### src/rtl/vga_fb_pkg.sv
// Shared definitions for the striped framebuffer pixel streamer: fetch FSM states,
// sync-window and stripe mapping helpers.
package vga_fb_pkg;

  typedef enum logic [1:0] {
    IDLE,
    ISSUE,
    WAIT_R,
    EMIT
  } fetch_state_t;

  function automatic int unsigned sync_start(input int unsigned visible,
                                             input int unsigned front_porch);
    return visible + front_porch;
  endfunction

  function automatic int unsigned sync_end(input int unsigned visible,
                                           input int unsigned front_porch,
                                           input int unsigned sync_pulse);
    return visible + front_porch + sync_pulse;
  endfunction

  function automatic int unsigned stripe_idx(input int unsigned a, input int unsigned n);
    return a % n;
  endfunction

  function automatic int unsigned stripe_addr(input int unsigned a, input int unsigned n);
    return a / n;
  endfunction

endpackage

### src/rtl/vga_raster_counter.sv
// Raster position counter: steps x/y on advance and decodes syncs, visibility and
// the linear framebuffer address of the current position.
module vga_raster_counter
  import vga_fb_pkg::*;
#(
  parameter int unsigned H_VISIBLE     = 640,
  parameter int unsigned H_FRONT_PORCH = 16,
  parameter int unsigned H_SYNC_PULSE  = 96,
  parameter int unsigned H_WHOLE_LINE  = 800,
  parameter int unsigned V_VISIBLE     = 480,
  parameter int unsigned V_FRONT_PORCH = 10,
  parameter int unsigned V_SYNC_PULSE  = 2,
  parameter int unsigned V_WHOLE_FRAME = 525,
  parameter int unsigned ADDR_WIDTH    = 20,
  localparam int unsigned XW = $clog2(H_WHOLE_LINE),
  localparam int unsigned YW = $clog2(V_WHOLE_FRAME)
) (
  input  logic                  clk,
  input  logic                  reset,
  input  logic                  advance,
  output logic [XW-1:0]         x,
  output logic [YW-1:0]         y,
  output logic                  hsync,
  output logic                  vsync,
  output logic                  visible,
  output logic [ADDR_WIDTH-1:0] addr
);

  localparam int unsigned H_SYNC_START = sync_start(H_VISIBLE, H_FRONT_PORCH);
  localparam int unsigned H_SYNC_END   = sync_end(H_VISIBLE, H_FRONT_PORCH, H_SYNC_PULSE);
  localparam int unsigned V_SYNC_START = sync_start(V_VISIBLE, V_FRONT_PORCH);
  localparam int unsigned V_SYNC_END   = sync_end(V_VISIBLE, V_FRONT_PORCH, V_SYNC_PULSE);

  always_ff @(posedge clk) begin
    if (reset) begin
      x <= '0;
      y <= '0;
    end else if (advance) begin
      if (32'(x) == H_WHOLE_LINE - 1) begin
        x <= '0;
        if (32'(y) == V_WHOLE_FRAME - 1) y <= '0;
        else                             y <= y + YW'(1);
      end else begin
        x <= x + XW'(1);
      end
    end
  end

  // Compare in 32 bits so a sync window ending exactly at the line length still decodes.
  always_comb begin
    hsync   = !((32'(x) >= H_SYNC_START) && (32'(x) < H_SYNC_END));
    vsync   = !((32'(y) >= V_SYNC_START) && (32'(y) < V_SYNC_END));
    visible = (32'(x) < H_VISIBLE) && (32'(y) < V_VISIBLE);
    addr    = ADDR_WIDTH'(32'(y) * H_VISIBLE + 32'(x));
  end

endmodule

### src/rtl/vga_fb_pixel_stream_striped.sv
// VGA raster pixel streamer reading a framebuffer striped over NUM_S AXI-Lite read ports.
// Define VGA_FB_STRIPED_PREFETCH_EN for two group buffers (next group fetched while current emits).
module vga_fb_pixel_stream_striped
  import vga_fb_pkg::*;
#(
  parameter int unsigned NUM_S          = 2,
  parameter int unsigned PIXEL_BITS     = 12,
  parameter int unsigned H_VISIBLE      = 640,
  parameter int unsigned H_FRONT_PORCH  = 16,
  parameter int unsigned H_SYNC_PULSE   = 96,
  parameter int unsigned H_BACK_PORCH   = 48,
  parameter int unsigned H_WHOLE_LINE   = 800,
  parameter int unsigned V_VISIBLE      = 480,
  parameter int unsigned V_FRONT_PORCH  = 10,
  parameter int unsigned V_SYNC_PULSE   = 2,
  parameter int unsigned V_BACK_PORCH   = 33,
  parameter int unsigned V_WHOLE_FRAME  = 525,
  parameter int unsigned AXI_ADDR_WIDTH = 20,
  parameter int unsigned AXI_DATA_WIDTH = 16
) (
  input  logic                                  clk,
  input  logic                                  reset,
  input  logic                                  enable,
  output logic                                  valid,
  output logic                                  vsync,
  output logic                                  hsync,
  output logic                                  visible,
  output logic [PIXEL_BITS-1:0]                 color,
  output logic [AXI_ADDR_WIDTH-1:0]             addr,
  output logic [NUM_S-1:0][AXI_ADDR_WIDTH-1:0]  fb_axi_araddr,
  output logic [NUM_S-1:0]                      fb_axi_arvalid,
  input  logic [NUM_S-1:0]                      fb_axi_arready,
  input  logic [NUM_S-1:0][AXI_DATA_WIDTH-1:0]  fb_axi_rdata,
  input  logic [NUM_S-1:0][1:0]                 fb_axi_rresp,
  input  logic [NUM_S-1:0]                      fb_axi_rvalid,
  output logic [NUM_S-1:0]                      fb_axi_rready
);

`ifdef VGA_FB_STRIPED_PREFETCH_EN
  localparam int unsigned NBUF = 2;
`else
  localparam int unsigned NBUF = 1;
`endif
  localparam int unsigned SW        = (NUM_S > 1) ? $clog2(NUM_S) : 1;
  localparam int unsigned FRAME_PIX = H_VISIBLE * V_VISIBLE;
  localparam int unsigned XW        = $clog2(H_WHOLE_LINE);
  localparam int unsigned YW        = $clog2(V_WHOLE_FRAME);

  fetch_state_t state, state_next;

  logic [NUM_S-1:0]      ar_done, r_got;
  logic [31:0]           fetch_addr;
  logic [NBUF-1:0]       slot_full;
  logic                  fill_slot, emit_slot;
  logic [PIXEL_BITS-1:0] gbuf [NBUF][NUM_S];

  logic [XW-1:0]             rx;
  logic [YW-1:0]             ry;
  logic                      r_hsync, r_vsync, r_visible;
  logic [AXI_ADDR_WIDTH-1:0] r_addr;
  logic                      emit, last_lane;
  logic [SW-1:0]             lane;
  logic                      unused_bits;

  assign unused_bits = ^{fb_axi_rresp, fb_axi_rdata, ry, 32'(H_BACK_PORCH), 32'(V_BACK_PORCH)};

  vga_raster_counter #(
    .H_VISIBLE     (H_VISIBLE),
    .H_FRONT_PORCH (H_FRONT_PORCH),
    .H_SYNC_PULSE  (H_SYNC_PULSE),
    .H_WHOLE_LINE  (H_WHOLE_LINE),
    .V_VISIBLE     (V_VISIBLE),
    .V_FRONT_PORCH (V_FRONT_PORCH),
    .V_SYNC_PULSE  (V_SYNC_PULSE),
    .V_WHOLE_FRAME (V_WHOLE_FRAME),
    .ADDR_WIDTH    (AXI_ADDR_WIDTH)
  ) u_raster (
    .clk     (clk),
    .reset   (reset),
    .advance (emit),
    .x       (rx),
    .y       (ry),
    .hsync   (r_hsync),
    .vsync   (r_vsync),
    .visible (r_visible),
    .addr    (r_addr)
  );

  // Fetch runs only while the raster is in the visible area, so blanking never causes AXI traffic.
  // EMIT is the single cycle in which a completed group is handed to the emitter's buffer.
  always_comb begin
    state_next = state;
    unique case (state)
      IDLE:   if (enable && r_visible && !slot_full[fill_slot]) state_next = ISSUE;
      ISSUE:  if (&(ar_done | (fb_axi_arvalid & fb_axi_arready))) state_next = WAIT_R;
      WAIT_R: if (&(r_got | (fb_axi_rready & fb_axi_rvalid))) state_next = EMIT;
      EMIT:   state_next = IDLE;
      default: state_next = IDLE;
    endcase
  end

  always_comb begin
    fb_axi_arvalid = (state == ISSUE) ? ~ar_done : '0;
    fb_axi_rready  = (state == ISSUE || state == WAIT_R) ? ~r_got : '0;
    emit           = enable && (!r_visible || slot_full[emit_slot]);
    lane           = SW'(stripe_idx(32'(rx), NUM_S));
    last_lane      = (32'(lane) == NUM_S - 1);
  end

  always_ff @(posedge clk) begin
    if (reset) begin
      state         <= IDLE;
      ar_done       <= '0;
      r_got         <= '0;
      fetch_addr    <= '0;
      slot_full     <= '0;
      fill_slot     <= 1'b0;
      emit_slot     <= 1'b0;
      fb_axi_araddr <= '0;
      valid         <= 1'b0;
      hsync         <= 1'b1;
      vsync         <= 1'b1;
      visible       <= 1'b0;
      color         <= '0;
      addr          <= '0;
    end else begin
      state <= state_next;

      if (state == IDLE && state_next == ISSUE) begin
        ar_done <= '0;
        r_got   <= '0;
        for (int unsigned s = 0; s < NUM_S; s++)
          fb_axi_araddr[s] <= AXI_ADDR_WIDTH'(stripe_addr(fetch_addr, NUM_S));
      end else begin
        ar_done <= ar_done | (fb_axi_arvalid & fb_axi_arready);
        r_got   <= r_got | (fb_axi_rready & fb_axi_rvalid);
      end

      valid <= emit;
      if (emit) begin
        hsync   <= r_hsync;
        vsync   <= r_vsync;
        visible <= r_visible;
        addr    <= r_addr;
        color   <= r_visible ? gbuf[emit_slot][lane] : '0;
        if (r_visible && last_lane) begin
          slot_full[emit_slot] <= 1'b0;
          if (NBUF > 1) emit_slot <= ~emit_slot;
        end
      end

      if (state == EMIT) begin
        slot_full[fill_slot] <= 1'b1;
        if (NBUF > 1) fill_slot <= ~fill_slot;
        fetch_addr <= (fetch_addr + NUM_S >= FRAME_PIX) ? '0 : fetch_addr + NUM_S;
      end
    end
  end

  always_ff @(posedge clk) begin
    for (int unsigned s = 0; s < NUM_S; s++)
      if (fb_axi_rready[s] && fb_axi_rvalid[s])
        gbuf[fill_slot][s] <= fb_axi_rdata[s][PIXEL_BITS-1:0];
  end

endmodule

### config.mk
export PLATFORM = sky130hd
export DESIGN_NAME = vga_fb_pixel_stream_striped
export DESIGN_NICKNAME = d
export VERILOG_FILES = /design/src/rtl/vga_fb_pkg.sv /design/src/rtl/vga_raster_counter.sv /design/src/rtl/vga_fb_pixel_stream_striped.sv
export SDC_FILE = /design/constraint.sdc
export NUM_CORES = 1
export LEC_CHECK = 0
export CORE_AREA = 4 4 86 168
export CTS_CLUSTER_DIAMETER = 40
export CTS_CLUSTER_SIZE = 24
export DETAILED_ROUTE_END_ITERATION = 6
export DIE_AREA = 0 0 90 172
export PLACE_DENSITY_LB_ADDON = 0.12
export SLEW_MARGIN = 15
export SYNTH_ARGS = -nofsm -noshare
export SYNTH_HDL_FRONTEND = slang
export SYNTH_SLANG_ARGS = --single-unit
### constraint.sdc
create_clock -name clk -period 3.3 [get_ports clk]
set_clock_uncertainty 0.15 [all_clocks]
set_input_delay 0.33 -clock clk [delete_from_list [all_inputs] [get_ports clk]]
set_output_delay 0.33 -clock clk [all_outputs]
set_load 0.01 [all_outputs]
# == Word level (Yosys, flattened, before mapping) ==
# Memory sizes are Yosys's and may differ from the RTL's.
# Cells that the tools add are included.
# totals
regBits,115
ramBits,24
in_bits,43
output_inout_bits,80
word_cells,86
memories,1
# op_classes
add_sub_neg,4
mul,1
order_cmp,8
n_eq_ne,6
mux,21
n_bitwise,7
reduce_logical,24
# memory_table
name,words,width,read_ports,rd_ports_with_merged_regs,wr,line_no,rtl
gbuf,1,24,1,0,2,vga_fb_pixel_stream_striped.sv:55,logic [PIXEL_BITS-1:0] gbuf [NBUF][NUM_S];
# op_table
op,n
$mux W12,4
$add A32 B2 Y32 const B,1
$ge A32 B19 Y1 const B,1
$mux W32,1
$add A10 B1 Y10 const B,2
$add A20 B10 Y20,1
$eq A10 B10 Y1 const B,2
$lt A10 B10 Y1 const B,2
$lt A10 B9 Y1 const B,2
$mux W10,2
$mul A10 B3 Y13 const B,1
$ge A10 B10 Y1 const B,1
$ge A10 B9 Y1 const B,1
$logic_and A1 B1 Y1,10
$mux W2,5
$mux W1,8
$pmux W2 S4,1
$reduce_and A2 Y1,4
$reduce_bool A3 Y1,2
$and A2 B2 Y2,2
$eq A2 B1 Y1 const B,2
$eq A2 B2 Y1 const B,2
$logic_not A1 Y1,4
$not A2 Y2,2
6 further kinds,8

# == Depth between registers and ports, before layout ==
# Gate-level depths: netlist (run 1).
# depth
ltp_word,11
depth_mapped,10
ltp_nobuf,10

# == Modules after synthesis ==
# From an unflattened synthesis (run 1), not the netlist that was laid out.
# unflattened
hier_cells,774
hier_area_um2,7009.2
# by_module_without_submodules
module,n_inst,cells_per_inst,area_each_um2,seq_area_each_um2
vga_fb_pixel_stream_striped,1,556,5158.7,2602.5
vga_raster_counter,1,218,1850.5,400.4

# == Worst setup path after synthesis (run 1) ==
# OpenSTA, ideal clock, no wires.
# synth_timing
path_type,reg-to-reg
startpoint,register u_raster.y[3]
endpoint,register addr[17]
setup_time_ps,86
arrival_time_ps,2706
required_time_ps,3064
slack_ps,359
stages_incl_launch_ff,11
n_path_buf,0
synth_period_minus_slack_ps,2941
cell_sequence,dfxtp_1 -> ha_1 -> ha_1 -> fa_1 -> a21o_1 -> a21oi_1 -> xnor2_1 -> o2111ai_1 -> nor4_1 -> xnor2_1 -> a211oi_1
# synth_between
elab_chain_cells,5
elab_cells_between_ends,7
cone_classes,add/sub (1); mul (1); order compare (1); reduce/logical (4)
# synth_rtl
item,line_no,rtl
"start, declared",vga_raster_counter.sv:22,"output logic [YW-1:0] y,"
"start signal, assigned",vga_raster_counter.sv:42,else y <= y + YW'(1);
"parallel branches: the longest is 5 deep, another holds $add A20 B10 Y20",--,
"end signal, assigned",vga_fb_pixel_stream_striped.sv:144,addr <= r_addr;
"end, declared",vga_fb_pixel_stream_striped.sv:29,"output logic [AXI_ADDR_WIDTH-1:0] addr,"
# Several ways; the timed one is not identified.
# A chain may end at the register's enable or synchronous reset.

# == Worst setup path in the final report (run 1) ==
# layout_timing
startpoint,register u_raster.y[1]
endpoint,register addr[18]
# Same word-level chain as after synthesis.

==> results.json, run 1 <==
{
  "synth_enable_flop_cells": 24,
  "synth-seq-cells": 138,
  "routedWlPerCell_um": 16.86,
  "detailedRoute.firstPassIterationCount": 5,
  "route.vias.total": 5734,
  "layout.filler_cells": 1081,
  "cellInternalPower_mw": 3.116,
  "worstPathArrival_ns": 3.23,
  "total_leakage_power_nw": 3.130,
  "ir_drop_v": 0.0004277,
  "crit_path_end_kind": "register",
  "synth_commonest_cells": "114 x dfxtp_1, 111 x nand2_1, 54 x nor2_1",
  "synth.yosys.seq_area_share_pct": 43.80,
  "synthArstFlopShare_pct": 0,
  "fraction_of_synthesized_cell_area_in_xor_and_xnor_cells_pct": 7.538,
  "initial_utilization_pct": 52.47,
  "core-area_um2": 13070,
  "worstSetupPathType": "register to register",
  "totalNegativeSetupSlack_ns": 0,
  "power.share.switching_pct": 24.84,
  "grt_use_total_pct": 22.39,
  "share_of_the_synthesized_area_in_the_top_cell_type_pct": 33.29,
  "clockRootBuffer": "clkbuf_16",
  "antennaDiodeCount": 0,
  "adder_and_majority_gate_portion_of_the_synthesized_area_pct": 5.512,
  "largest_net_degree_at_the_start_of_global_routing": 31,
  "period_needed_ns": 3.055,
  "die_x_um": 90,
  "post-synth-top-area-cell": "dfxtp_1",
  "htree_num_levels": 4,
  "placement_cell_area_um2": 7980,
  "synth.net_count": 832,
  "design.portCount": 123,
  "cts_max_path_buffers": 2,
  "cts_tree": "built",
  "seqPwrFrac_pct": 42.8,
  "place_ws_ns": 0.1071,
  "grt_pass1_vias": 5898,
  "grt_first_pass_wirelength_um": 28010,
  "outcome": "finished clean",
  "path_clk_slew_ns": 0.07,
  "synthesis.area_per_instance_um2": 9.020,
  "synth.mux.area_fraction_pct": 2.044,
  "power_per_unit_of_standard_cell_area_nw_per_um2": 479.4,
  "combPwrFrac_pct": 7.4,
  "report.power.total_mw": 4.145,
  "slew_violations": 0,
  "area_fraction_in_compound_gates_after_synthesis_pct": 12.74,
  "timing.critical_path.required_ns": 3.48,
  "timing.slew.headroom_pct": 43.34,
  "hp-class": "primary input to register",
  "die_h_um": 172,
  "buffer_ports.inserted": 110,
  "fmax_mhz": 327.3,
  "layout-drive-gt1-share_pct": 11.11,
  "cp-start-kind": "register",
  "synthDistinctLibCells": 61,
  "finalHoldViolations": 0,
  "post-route-drc-count": 0,
  "setup_viol": 0,
  "rsz_0062_raised_after_global_routing": "no",
  "drtIter0Drc": 225,
  "cap_viol_max_count": 0,
  "synth.top_cells.by_area": "dfxtp_1 33%, edfxtp_1 11%, nand2_1 6.1%",
  "cts_inserted_buffers": 17,
  "synth_simple_gate_area_share_pct": 22.72,
  "grt.overflow.total": 0,
  "finalWirelength_um": 17130,
  "fp.dieArea_um2": 15480,
  "design_area_um2": 8646,
  "cts.sink_count": 138,
  "flow.area_growth_from_synthesis_pct": 26.12,
  "total_number_of_placement_rows": 59,
  "drt-vias-per-instance": 5.644,
  "hold_slack_ns": 0.1165,
  "timing.final.crit_share_pct": 92.59,
  "dominantRegCellSynth": "dfxtp_1",
  "setup_slack_ns": 0.2446,
  "worst-slew-pin-transition_ns": 0.8468,
  "synth_area_um2": 6855,
  "critPathMaxFanout": 5,
  "dpl.hpwl_um": 12770,
  "synth_top_family_by_area": "simple AND/OR/NAND/NOR gates",
  "cell_count_after_synthesis": 760,
  "clkLatencyLatePin_ns": 0.43,
  "layout.nets": 923,
  "gp_congestion": 0.9200,
  "synthMostInstantiatedCell": "dfxtp_1",
  "net_sw_power_mw": 1.029,
  "synth_warn": 0,
  "number_of_antenna_violations_at_the_first_check_in_global_routing": 0,
  "final_antenna_net_count": 0,
  "pwr-share-clk_pct": 49.7
}
cell families after synthesis:
logic type | Yosys count
AND/OR/NAND/NOR | 305
AO/OA/AOI/OAI | 139
flip-flops | 138
buffers and inverters | 76
XOR/XNOR | 59
adder cells (fa/ha/maj) | 29
multiplexers | 14
timing repair:
action,in CTS,in global routing
setup buffers,0,0
gates resized for setup,0,5
endpoints found under the setup margin,0,3
hold endpoints to repair,0,0
hold buffers,0,0
placed cells by master (no fill, tap or decap), types with 4 or more instances in the layout:
| cell type | instances |
|---|---|
| dfxtp_1 | 113 |
| inv_6 | 6 |
| or3_1 | 4 |
| o21ai_0 | 34 |
| buf_4 | 20 |
| and2_1 | 7 |
| nand4_1 | 18 |
| nor2_2 | 23 |
| or2_2 | 4 |
| and4_1 | 6 |
| a21oi_1 | 47 |
| xnor2_1 | 28 |
| inv_1 | 18 |
| and3_1 | 8 |
| clkbuf_16 | 17 |
| a31oi_1 | 6 |
| edfxtp_1 | 24 |
| a211oi_1 | 13 |
| nor3_1 | 15 |
| ha_1 | 27 |
| nor2_1 | 54 |
| a211o_1 | 4 |
| clkdlybuf4s50_1 | 109 |
| nand3_1 | 24 |
| inv_8 | 5 |
| nor2b_1 | 7 |
| nand2_1 | 111 |
| mux2i_1 | 14 |
| xor2_1 | 31 |
final timing paths:
kind                                                  from                        endpoint  slack [ns]  cells after the start
worst max-delay path            u_raster.y[1]$_SDFFE_PP0P_           addr[18]$_SDFFE_PP0P_        0.24                     10
worst min-delay path                                 reset  fb_axi_araddr[24]$_SDFFE_PP0P_        0.12                      2
worst max register to register  u_raster.y[1]$_SDFFE_PP0P_           addr[18]$_SDFFE_PP0P_        0.24                     10
worst min register to register       addr[12]$_SDFFE_PP0P_           addr[12]$_SDFFE_PP0P_        0.30                      2
critical path: stages, from the launching register on:
cell       delay, ns
dfxtp_1         0.40
ha_1            0.26
ha_1            0.24
fa_1            0.46
a21o_1          0.19
a21oi_1         0.17
xnor2_1         0.22
o2111ai_2       0.23
nor4_2          0.28
xnor2_1         0.12
a211oi_1        0.24
registers in the layout, indices dropped and copies added, names as in the netlist:
signal / cells
addr: 20
ar_done: 2
color: 12
fb_axi_araddr: 20
fetch_addr: 31
gbuf: 24
hsync: 1
r_got: 2
slot_full: 1
state: 2
u_raster.x: 10
u_raster.y: 10
valid: 1
visible: 1
vsync: 1
final cells by class:
type                    instances  area (um2)  area share (%)
multi-input cells             546        3497           40.45
flip-flops and latches        138        3004           34.75
clock buffers                  17       425.4           4.920
inverters                      18       67.56          0.7815
well taps                     152       190.2           2.200
repair buffers                130        1246           14.41
clock inverters                15       215.2           2.489
layer usage:
metal	routed length (um)	track usage [%]	vias to the layer above
li1	-	-	2823
met1	5912	20.91	2719
met2	10200	45.64	158
met3	590	4.354	34
met4	428	10.67	0
met5	0	0	-
per-stage QoR:
stage	instances	util (%)
6_report	1016	66.17
5_1_grt	1016	66.17
4_1_cts	1016	65.98
3_5_place_dp	984	61.07
3_3_place_gp	984	61.07
2_1_floorplan	760	-
power by group through the flow:
stage                     logic [mW]  registers, mW  clock network, mW
after floorplan                0.172           1.81                  0
after global routing           0.342           1.78               2.18
after CTS                      0.313           1.78               2.09
after detailed placement       0.312           1.81                  0
after global placement         0.301           1.81                  0
final                          0.308           1.78               2.06
Note: power is estimated with default switching activity, not from simulation.
==> run 2: changes to the inputs <==
- RECOVER_POWER: unset -> 25
==> results.json, run 2 (synthesis results as in run 1) <==
{
  "timing.slew.headroom_pct": 43.10,
  "grt_pass1_vias": 5898,
  "total_leakage_power_nw": 3.248,
  "die_x_um": 90,
  "largest_net_degree_at_the_start_of_global_routing": 31,
  "total_number_of_placement_rows": 59,
  "timing.critical_path.buf_inv": 0,
  "cp_top_family": "adder cells",
  "routedWlPerCell_um": 16.80,
  "layout_commonest_cell": "dfxtp_1",
  "buffer_ports.inserted": 110,
  "worst-slew-pin-transition_ns": 0.8504,
  "design_area_um2": 8645,
  "totalNegativeSetupSlack_ns": 0,
  "critPathMaxFanout": 5,
  "fmax_mhz": 327.6,
  "wl_met3_um": 579,
  "fp.dieArea_um2": 15480,
  "cts_max_path_buffers": 2,
  "core-area_um2": 13070,
  "setup_viol": 0,
  "design.portCount": 123,
  "gp_congestion": 0.9200,
  "number_of_antenna_violations_at_the_first_check_in_global_routing": 1,
  "finalWirelength_um": 17090,
  "layout.nets": 923,
  "hp-class": "primary input to register",
  "power_per_unit_of_standard_cell_area_nw_per_um2": 478.4,
  "clockRootBuffer": "clkbuf_16",
  "worst-path-stages": 10,
  "timing.critical_path.required_ns": 3.48,
  "wl_met1_um": 5886,
  "rsz_0062_raised_after_global_routing": "no",
  "finalHoldViolations": 0,
  "drtIter0Drc": 248,
  "layout-drive-gt1-share_pct": 11.00,
  "hold-path-cell-count": 2,
  "crit_path_end_kind": "register",
  "initial_utilization_pct": 52.47,
  "grt.overflow.total": 0,
  "grt_first_pass_wirelength_um": 28010,
  "post_cts.repair.setup_buffers": 0,
  "drt-vias-per-instance": 5.651,
  "cp_slowest_stage_delay_ns": 0.46,
  "most-common-layout-cells": "113 x dfxtp_1, 111 x nand2_1, 58 x dlygate4sd3_1, 54 x nor2_1, 51 x clkdlybuf4s50_1",
  "period_needed_ns": 3.053,
  "flow.area_growth_from_synthesis_pct": 26.10,
  "critical_path.slowest_cell": "fa_1",
  "path_clk_slew_ns": 0.07,
  "cts_inserted_buffers": 17,
  "htree_num_levels": 4,
  "timing.final.crit_share_pct": 92.51,
  "ir_drop_v": 0.0004278,
  "post-route-drc-count": 0,
  "topRoutingLayerUsed": "met4",
  "final_antenna_net_count": 0,
  "cap_viol_max_count": 0,
  "cts_tree": "built",
  "die_h_um": 172,
  "layout.filler_cells": 1081,
  "largest-register": "fetch_addr",
  "placement_cell_area_um2": 7980,
  "routed-wl-met2_um": 10110,
  "grt_use_total_pct": 22.39,
  "slew_violations": 0,
  "cp-start-kind": "register",
  "dpl.hpwl_um": 12770,
  "outcome": "finished clean",
  "clkLatencyLatePin_ns": 0.42,
  "worstSetupPathType": "register to register",
  "largestRegisters": "fetch_addr x31, gbuf x24",
  "worstPathCellList": "ha_1 -> ha_1 -> fa_1 -> a21o_1 -> a21oi_1 -> xnor2_1 -> o2111ai_2 -> nor4_2 -> xnor2_1 -> a211oi_1",
  "route.vias.total": 5747,
  "worstPathArrival_ns": 3.23,
  "ff2ff_path_depth": 10,
  "cts.sink_count": 138,
  "detailedRoute.firstPassIterationCount": 7,
  "largest_reg_flops": 31
}
run 2: power breakdown:
part | internal [mW] | leakage, nW | switching [mW]
clock | 1.24 | 0.316 | 0.821
sequential | 1.76 | 1.14 | 0.0167
combinational | 0.114 | 1.79 | 0.188
run 2: final timing paths:
path / start / end / slack [ns]
setup / recovery: u_raster.y[1]$_SDFFE_PP0P_ / addr[18]$_SDFFE_PP0P_ / 0.25
hold / removal: reset / fb_axi_araddr[20]$_SDFFE_PP0P_ / 0.13
setup reg to reg: u_raster.y[1]$_SDFFE_PP0P_ / addr[18]$_SDFFE_PP0P_ / 0.25
hold reg to reg: addr[12]$_SDFFE_PP0P_ / addr[12]$_SDFFE_PP0P_ / 0.30
run 2: worst reg2reg max path, cell delays in order, from the launching register on:
cell and delay [ns]:
dfxtp_1 0.40, ha_1 0.26, ha_1 0.24, fa_1 0.46, a21o_1 0.19, a21oi_1 0.17
xnor2_1 0.22, o2111ai_2 0.23, nor4_2 0.29, xnor2_1 0.12, a211oi_1 0.24
run 2: final cells by class:
class | count | area, um2 | share of cell area [%]
diodes | 1 | 2.502 | 0.02895
clock buffers | 17 | 425.4 | 4.921
flip-flops and latches | 138 | 3004 | 34.75
inverters | 18 | 67.56 | 0.7816
repair buffers | 130 | 1242 | 14.37
multi-input cells | 546 | 3497 | 40.45
clock inverters | 15 | 215.2 | 2.490
well taps | 152 | 190.2 | 2.200
run 2: what timing repair did:
item / CTS / global route
gates resized for setup: 0 / 5
endpoints found under the setup margin: 0 / 3
hold buffers: 0 / 0
run 2: per-layer routing:
layer,GRT usage [%],vias up
met3,4.354,39
li1,-,2830
met5,0,-
met4,10.67,0
met2,45.64,158
met1,20.91,2720
run 2: through the flow:
step / util [%] / hold slack [ns] / setup WS, ns / instances / power [mW]
after floorplan: - / 0.2789 / 0.3588 / 760 / 1.982
after global placement: 61.07 / 0.2810 / 0.2250 / 984 / 2.112
after detailed placement: 61.07 / 0.2928 / 0.1071 / 984 / 2.126
after CTS: 65.98 / 0.1152 / 0.07111 / 1016 / 4.183
after global routing: 66.16 / 0.1330 / 0.005702 / 1017 / 4.292
final: 66.16 / 0.1306 / 0.2473 / 1017 / 4.136
